===== config.mk =====
export PLATFORM = sky130hd
export DESIGN_NAME = hub75_top
export DESIGN_NICKNAME = d
export VERILOG_FILES = /design/src/rtl/hub75_top.sv
export SDC_FILE = /design/constraint.sdc
export NUM_CORES = 1
export LEC_CHECK = 0
export ABC_CLOCK_PERIOD_IN_PS = 4800
export CAP_MARGIN = 20
export CORE_UTILIZATION = 55
export DETAILED_ROUTE_END_ITERATION = 6
export PLACE_DENSITY = 0.8
export RECOVER_POWER = 100
export SYNTH_ARGS = -nofsm -noshare
export SYNTH_HDL_FRONTEND = slang
export SYNTH_SLANG_ARGS = --single-unit

===== constraint.sdc =====
create_clock -name clk -period 4.8 [get_ports clk]
set_clock_uncertainty 0.05 [all_clocks]
set_input_delay 0.72 -clock clk [delete_from_list [all_inputs] [get_ports clk]]
set_output_delay 0.72 -clock clk [all_outputs]
set_load 0.05 [all_outputs]

===== src/rtl/hub75_top.sv =====
// hub75_top: 64x64 1/32-scan HUB75 panel driver with built-in test pattern; `define PATTERN_ANIM_EN scrolls the upper half.
module hub75_top #(
  parameter int COLS = 64,
  parameter int SCAN_ROWS = 32,
  localparam int CW = $clog2(COLS),
  localparam int AW = $clog2(SCAN_ROWS)
) (
  input  logic          clk,
  input  logic          rst,
  input  logic          start,
  output logic [1:0]    r,
  output logic [1:0]    g,
  output logic [1:0]    b,
  output logic          latch,
  output logic          blank,
  output logic          led_clk,
  output logic [AW-1:0] addr
);
  typedef enum logic [2:0] {IDLE, SHIFT, BLANK, LATCH, UNBLANK} state_t;
  state_t        state;
  logic [CW-1:0] col;
  logic [CW-1:0] x;
  logic [AW-1:0] row;
  logic          ph;
  logic          first;
`ifdef PATTERN_ANIM_EN
  logic [CW-1:0] frame;
  assign x = col + frame;
  always_ff @(posedge clk)
    if (rst) frame <= '0;
    else if (state == UNBLANK && row == AW'(SCAN_ROWS - 1)) frame <= frame + CW'(1);
`else
  assign x = col;
`endif
  always_ff @(posedge clk)
    if (rst) begin
      state <= IDLE;
      col   <= '0;
      row   <= '0;
      ph    <= 1'b0;
      first <= 1'b0;
    end else begin
      case (state)
        IDLE: if (start) begin
          state <= SHIFT;
          col   <= '0;
          ph    <= 1'b0;
          first <= 1'b1;
        end
        SHIFT: begin
          ph <= ~ph;
          if (ph) begin
            if (col == CW'(COLS - 1)) state <= BLANK;
            else col <= col + CW'(1);
          end
        end
        BLANK: state <= LATCH;
        LATCH: state <= UNBLANK;
        UNBLANK: begin
          row   <= row == AW'(SCAN_ROWS - 1) ? '0 : row + AW'(1);
          col   <= '0;
          ph    <= 1'b0;
          first <= 1'b0;
          state <= start ? SHIFT : IDLE;
        end
        default: state <= IDLE;
      endcase
    end
  // Output stage is a registered image of the sequencer state, so start never reaches a pin combinationally.
  always_ff @(posedge clk)
    if (rst) begin
      r       <= '0;
      g       <= '0;
      b       <= '0;
      latch   <= 1'b0;
      blank   <= 1'b1;
      led_clk <= 1'b0;
      addr    <= '0;
    end else begin
      r       <= state == SHIFT ? {row[2], x[3]} : 2'b00;
      g       <= state == SHIFT ? {row[3], x[4]} : 2'b00;
      b       <= state == SHIFT ? {row[4], x[5]} : 2'b00;
      led_clk <= state == SHIFT && ph;
      latch   <= state == LATCH;
      blank   <= state == SHIFT ? first : state != UNBLANK;
      addr    <= state == LATCH ? row : addr;
    end
endmodule


Word level (Yosys, flattened, before mapping)

Index checks and enable logic that the tools add are counted.

Register bits after elaboration: 30
Logic and storage cells: 51

Add/subtract/negate cells: 2
Eq/ne operators: 11
Muxes and demuxes: 15
Bitwise logic cells: 2
Reduce and logical (&&, ||, !) cells: 9

Operator list:

| operator            | count |
|---|---|
| $mux 6              | 3 |
| $pmux 6 s3          | 1 |
| $pmux 3 s5          | 1 |
| $mux 3              | 3 |
| $ne 2x2->1 const B  | 4 |
| $add 6x1->6 const B | 1 |
| $eq 3x2->1 const B  | 2 |
| $eq 6x6->1 const B  | 1 |
| $add 5x1->5 const B | 1 |
| $eq 5x5->1 const B  | 1 |
| $mux 5              | 1 |
| $mux 1              | 4 |
| $reduce_and 2->1    | 2 |
| $reduce_and 4->1    | 1 |
| $eq 3x1->1 const B  | 1 |
| $eq 3x3->1 const B  | 1 |
| $logic_not 3->1     | 1 |
| $ne 3x3->1 const B  | 1 |
| $pmux 1 s3          | 1 |
| $reduce_and 3->1    | 1 |
| $reduce_bool 3->1   | 1 |
| $not 1->1           | 2 |
| $pmux 1 s2          | 1 |
| $reduce_bool 2->1   | 1 |
| other kinds (2)     | 2 |

Longest topological paths before layout

Gate-level depths: netlist of the first run.

Word-level depth: 4
Depth in mapped cells: 6
Mapped depth without buffers: 6

Least setup slack after synthesis of the first run

OpenSTA, ideal clock, no wires.

Kind: input to register
Start point: input rst
End point: register col[4]
Setup time: 0.087 ns
Data arrival time: 1.565 ns
Data required time: 4.663 ns
Setup slack: 3.098 ns
Stages: 4
Buffers on the path: 0
Cell sequence: or4b_1 > a41oi_1 > o21ai_1 > o31ai_1

RTL lines:

| element                | RTL line | RTL |
|---|---|---|
| start: declaration     | 9        | `input logic rst,` |
| end signal: assignment | 54       | `else col <= col + CW'(1);` |
| end: declaration       | 21       | `logic [CW-1:0] col;` |

==> results of run 1 <==
worst max-delay path, delay by kind of cell:
| family | cells | cell delay [ns] |
|---|---|---|
| compound gates | 1 | 0.13 |
| simple gates | 3 | 1.31 |
| buf+inv | 1 | 0.80 |
per-stage QoR:
| stage | setup slack (ns) | area (um2) | utilization [%] | std cells |
|---|---|---|---|---|
| global route | 1.819 | 1460 | 71.51 | 181 |
| global placement | 2.106 | 1406 | 68.87 | 173 |
| detailed placement | 2.030 | 1406 | 68.87 | 173 |
| floorplan | 3.098 | 1245 | - | 138 |
| finish | 2.042 | 1460 | 71.51 | 181 |
| CTS | 2.373 | 1466 | 71.81 | 181 |
layout make-up:
type	instances	area, um2
clock buffers	7	55.05
clock inverters	1	5.005
fillers	167	581.8
inverters	2	7.507
multi-input cells	98	598.1
flip-flops and latches	30	600.6
well taps	27	33.78
repair buffers	16	160.2
synth_stat cells:
master	instances
inv_1	2
o31ai_1	2
nand2_1	6
a2bb2oi_1	1
nor4b_2	1
nor3_1	1
or3_1	2
and2_0	1
nor2_1	18
dfxtp_1	30
a41oi_1	2
or4_1	1
nand3b_1	1
mux2i_1	6
or2_2	1
nand3_1	7
and3_1	2
a21oi_1	13
buf_1	1
clkbuf_1	5
nor3b_1	2
nand4_1	1
a31oi_1	1
a22oi_1	2
o21ai_0	5
or4b_1	2
o21ai_1	3
buf_2	2
nor4bb_1	1
nand2b_1	3
a21o_1	1
ha_1	3
and2_1	5
a211oi_1	2
o32ai_1	1
or3b_1	1
registers in the layout, indices dropped and copies added (netlist names), 2 cells and up:
name / flops
b: 2
row: 5
g: 2
r: 2
state: 3
col: 6
addr: 5
power groups by stage:
stage | clock network, mW | logic [mW] | registers (mW)
final | 0.150 | 0.0232 | 0.255
after detailed placement | 0 | 0.0237 | 0.261
after global placement | 0 | 0.0231 | 0.261
after floorplan | 0 | 0.0169 | 0.261
after CTS | 0.155 | 0.0238 | 0.255
after global routing | 0.170 | 0.0262 | 0.256
logic make-up after synthesis:
logic type	after synthesis	synth area share (%)
AND/OR/NAND/NOR	56	24.72
AO/OA/AOI/OAI	33	15.98
flip-flops	30	48.24
buffers and inverters	10	3.216
multiplexers	6	4.824
adder cells (fa/ha/maj)	3	3.015
final timing paths:
kind,from,endpoint
hold / removal,addr[0],addr[0]
hold reg to reg,addr[0],addr[0]
setup / recovery,rst,col[2]
setup reg to reg,state[0],col[2]
layer usage:
| metal | vias to the layer above | track usage (%) | wire length [um] | share of wire (%) |
|---|---|---|---|---|
| met5 | - | 0 | 0 | 0 |
| met4 | 0 | 9.048 | 29 | 1.3 |
| met3 | 3 | 8.642 | 132 | 5.7 |
| met2 | 29 | 35.59 | 1115 | 48 |
| met1 | 489 | 25.96 | 1040 | 45 |
| li1 | 524 | - | - | - |
==> impl_metrics.json, run 1 <==
{
  "max_freq_ghz": 0.3626,
  "drtPass1Iterations": 4,
  "design.core.area_um2": 2042,
  "synth_top_area_share_pct": 48.24,
  "ir_worst_vdd_v": 0.0002466,
  "drtIter0Drc": 28,
  "hold-worst-slack_ns": 0.4479,
  "r2r_cells": 4,
  "post_cts_buffers": 0,
  "clock_sinks": 30,
  "final_net_count": 159,
  "hold_class": "flip-flop to flip-flop",
  "setup_viol": 0,
  "synth_seq_cells": 30,
  "ios": 17,
  "avgSynthCellArea_um2": 9.021,
  "portBuffers": 16,
  "post_cts_resize_count": 0,
  "drc": 0,
  "hold_depth": 2,
  "area_growth_pct": 17.29,
  "synthCells": 138,
  "slew_headroom_pct": 34.19,
  "powerDensity_nw_per_um2": 293.1,
  "antenna_cells": 0,
  "clk_pin_slew_ns": 0.09,
  "synth_area_um2": 1245,
  "die_x_um": 49.58,
  "grt_setup_unrepaired": "no",
  "arrival_ns": 2.97,
  "tritoncts": "done",
  "timing.setup.tns_ns": 0,
  "grt_util_all_layers_pct": 22.08,
  "vias": 1045,
  "grt_max_degree": 22,
  "synth_nets": 144,
  "clk_latency_ns": 0.32,
  "numCtsBuffers": 5,
  "cts-htree-levels": 2,
  "wl_mm": 2.318,
  "cpPeakStageDelay_ns": 0.89,
  "synth.largest_area_cell": "dfxtp_1",
  "cp_cell_sequence": "dlygate4sd3_1 > nor4b_1 > and2_0 > nand2_1 > o21ai_0",
  "clock_path_buffers": 2,
  "finalPower_uw": 428.0,
  "p_int_uw": 331.5,
  "layout_common_cells": "dfxtp_1, nor2_1, dlygate4sd3_1",
  "netlist_top_cells_area": "dfxtp_1, nor2_1, a21oi_1",
  "grt_overflow_total": 0,
  "cpMaxStageDelayCell": "nor4b_1",
  "die_area_um2": 2458,
  "cp_max_fo": 21,
  "worst-setup-path-type": "primary input to flip-flop",
  "synth_warnings": 0,
  "grt_pass1_wl_mm": 4.071,
  "dpl.hpwl_mm": 1.637,
  "yosysUniqueCellTypes": 36,
  "r2r_slack_ns": 2.80,
  "post-route-period-util_pct": 57.46,
  "antenna_left": 0,
  "p_leak_nw": 0.6081,
  "hold_viol": 0,
  "postCtsHoldBufs": 0,
  "place_congestion": 0.8204,
  "antenna_found_initial": 0,
  "setup.worst_path.start_class": "primary input",
  "drv_cap": 0,
  "tightestPinTransition_ns": 0.9734,
  "routedWlPerCell_um": 12.81,
  "std_cell_rows": 16,
  "cp.required_ns": 5.01,
  "p_seq_share_pct": 59.6,
  "initial_core_util_pct": 60.97,
  "clock-root-buffer": "clkbuf_4",
  "vias_per_cell": 5.773,
  "grt_pass1_vias": 960,
  "slew_violations": 0,
  "yosysSeqAreaShare_pct": 48.24,
  "end_kind": "flip-flop",
  "layout_commonest_cell": "dfxtp_1",
  "drive_gt1_share_pct": 5.195,
  "swShare_pct": 22.53,
  "run_status": "finished, final reports clean",
  "p_sw_uw": 96.44,
  "power_frac_clock_pct": 35.0,
  "die_h_um": 49.58,
  "combinationalPowerShare_pct": 5.4,
  "period_minus_slack_ns": 2.758
}
(Power assumes the default switching activity.)
==> run 2: changes to the inputs <==
--- a/config.mk
+++ b/config.mk
@@ -5,11 +5,11 @@
 export SDC_FILE = /design/constraint.sdc
 export NUM_CORES = 1
 export LEC_CHECK = 0
-export ABC_CLOCK_PERIOD_IN_PS = 4800
+export ABC_CLOCK_PERIOD_IN_PS = 2330
 export CAP_MARGIN = 20
-export CORE_UTILIZATION = 55
+export CORE_UTILIZATION = 47
 export DETAILED_ROUTE_END_ITERATION = 6
-export PLACE_DENSITY = 0.8
+export PLACE_DENSITY = 0.73
 export RECOVER_POWER = 100
 export SYNTH_ARGS = -nofsm -noshare
 export SYNTH_HDL_FRONTEND = slang
==> constraint.sdc (replaced) <==
create_clock -name clk -period 2.33 [get_ports clk]
set_clock_uncertainty 0.05 [all_clocks]
set_input_delay 0.3495 -clock clk [delete_from_list [all_inputs] [get_ports clk]]
set_output_delay 0.3495 -clock clk [all_outputs]
set_load 0.05 [all_outputs]
==> impl_metrics.json, run 2 (same netlist as run 1, synthesis figures left out) <==
{
  "postCtsHoldBufs": 0,
  "largest_reg_flops": 6,
  "vias": 1052,
  "r2r_slack_ns": 0.45,
  "final_util_pct": 59.41,
  "cp_max_fo": 1,
  "portBuffers": 16,
  "wl_mm": 2.373,
  "crit_start": "led_clk",
  "dpl.hpwl_mm": 1.661,
  "slew_headroom_pct": 62.64,
  "timing.setup.tns_ns": 0,
  "max_freq_ghz": 0.5131,
  "layout_common_cells": "dfxtp_1, nor2_1, dlygate4sd3_1",
  "drc": 0,
  "clock_path_buffers": 2,
  "setup.worst_path.start_class": "flip-flop",
  "grt_util_all_layers_pct": 19.92,
  "clk_pin_slew_ns": 0.09,
  "clock_sinks": 30,
  "dpl_cell_area_um2": 1425,
  "cpPeakStageDelay_ns": 0.87,
  "drv_cap": 0,
  "ir_worst_vdd_v": 0.0003655,
  "fin_area_um2": 1485,
  "numCtsBuffers": 5,
  "setup_viol": 0,
  "die_h_um": 53.47,
  "cpMaxStageDelayCell": "dlygate4sd3_1",
  "die_x_um": 53.47,
  "grt_setup_unrepaired": "no",
  "slew_violations": 0,
  "design.core.area_um2": 2500,
  "hold_start": "addr[3]",
  "run_status": "finished, final reports clean",
  "std_cell_rows": 18,
  "path_depth": 1,
  "drtIter0Drc": 26,
  "hold_class": "flip-flop to flip-flop",
  "layout_commonest_cell": "dfxtp_1",
  "fill_cells": 230,
  "vias_per_cell": 5.656,
  "antenna_cells": 0,
  "cts-htree-levels": 2,
  "worst-setup-path-type": "flip-flop to primary output",
  "end_kind": "primary output",
  "fin_cells": 186,
  "powerDensity_nw_per_um2": 604.6,
  "hold_depth": 2,
  "period_minus_slack_ns": 1.949,
  "routedWlPerCell_um": 12.76,
  "drtPass1Iterations": 4,
  "cp_num_buf_inv": 1,
  "place_congestion": 0.8312,
  "antenna_left": 0,
  "grt_pass1_wl_mm": 3.926,
  "reg_top3": "col: 6 flops, addr: 5 flops, row: 5 flops",
  "arrival_ns": 1.55,
  "final_net_count": 161,
  "initial_core_util_pct": 49.80,
  "post-route-period-util_pct": 83.64,
  "grt_max_degree": 15,
  "post_cts_buffers": 0,
  "area_growth_pct": 19.30,
  "r2r_cells": 3,
  "hold_viol": 0,
  "grt_overflow_total": 0,
  "clk_latency_ns": 0.33,
  "top_register": "col",
  "die_area_um2": 2859,
  "antenna_found_initial": 0,
  "tightestPinTransition_ns": 0.5590,
  "tritoncts": "done",
  "p_leak_nw": 0.6192,
  "cp_cell_sequence": "dlygate4sd3_1",
  "clock-root-buffer": "clkbuf_4",
  "ios": 17,
  "drive_gt1_share_pct": 7.051,
  "cp.required_ns": 1.93,
  "grt_pass1_vias": 882,
  "post_cts_resize_count": 0,
  "critical_path.top_delay_family": "buffers and inverters",
  "dp_cells": 178,
  "r2r_start": "state[2]"
}
==> run 2: layout make-up <==
class                   instances  area, um2  share of cell area (%)
clock inverters                 1      5.005                  0.3370
clock buffers                   7      55.05                   3.707
multi-input cells              98      604.3                   40.69
flip-flops and latches         30      600.6                   40.44
inverters                       2      7.507                  0.5055
well taps                      30      37.54                   2.527
repair buffers                 18      175.2                   11.79
==> run 2: metrics by stage <==
stage / total power, mW / setup WS, ns / hold WS (ns)
after global placement: 0.5875 / 0.3736 / 0.4136
after CTS: 0.9108 / 0.4268 / 0.4422
after global routing: 0.9411 / 0.3310 / 0.4648
after floorplan: 0.5728 / 0.6510 / 0.4014
after detailed placement: 0.5889 / 0.3035 / 0.4279
final: 0.8980 / 0.3811 / 0.4463
==> run 2: routing by layer <==
metal,share of wire [%],vias up,track usage (%),wire [um]
li1,-,530,-,-
met2,49,28,30.83,1157
met4,1.1,0,11.40,26
met3,5.2,6,7.759,123
met1,45,488,22.97,1065
met5,0,-,0,0
==> run 2: power by group <==
group	internal (mW)	switching [mW]
Combinational	0.0215	0.0292
Sequential	0.518	0.00736
Clock	0.146	0.175
Total	0.686	0.212
==> run 2: worst reg2reg max path, stage by stage, from the launching register on <==
cell and delay [ns]:
dfxtp_1 0.61, or3b_1 0.52, or4_1 0.50, a21oi_1 0.14
==> run 2: final timing paths <==
| path | end |
|---|---|
| max | led_clk |
| min | addr[3] |
| max reg2reg | row[3] |
| min reg2reg | addr[3] |
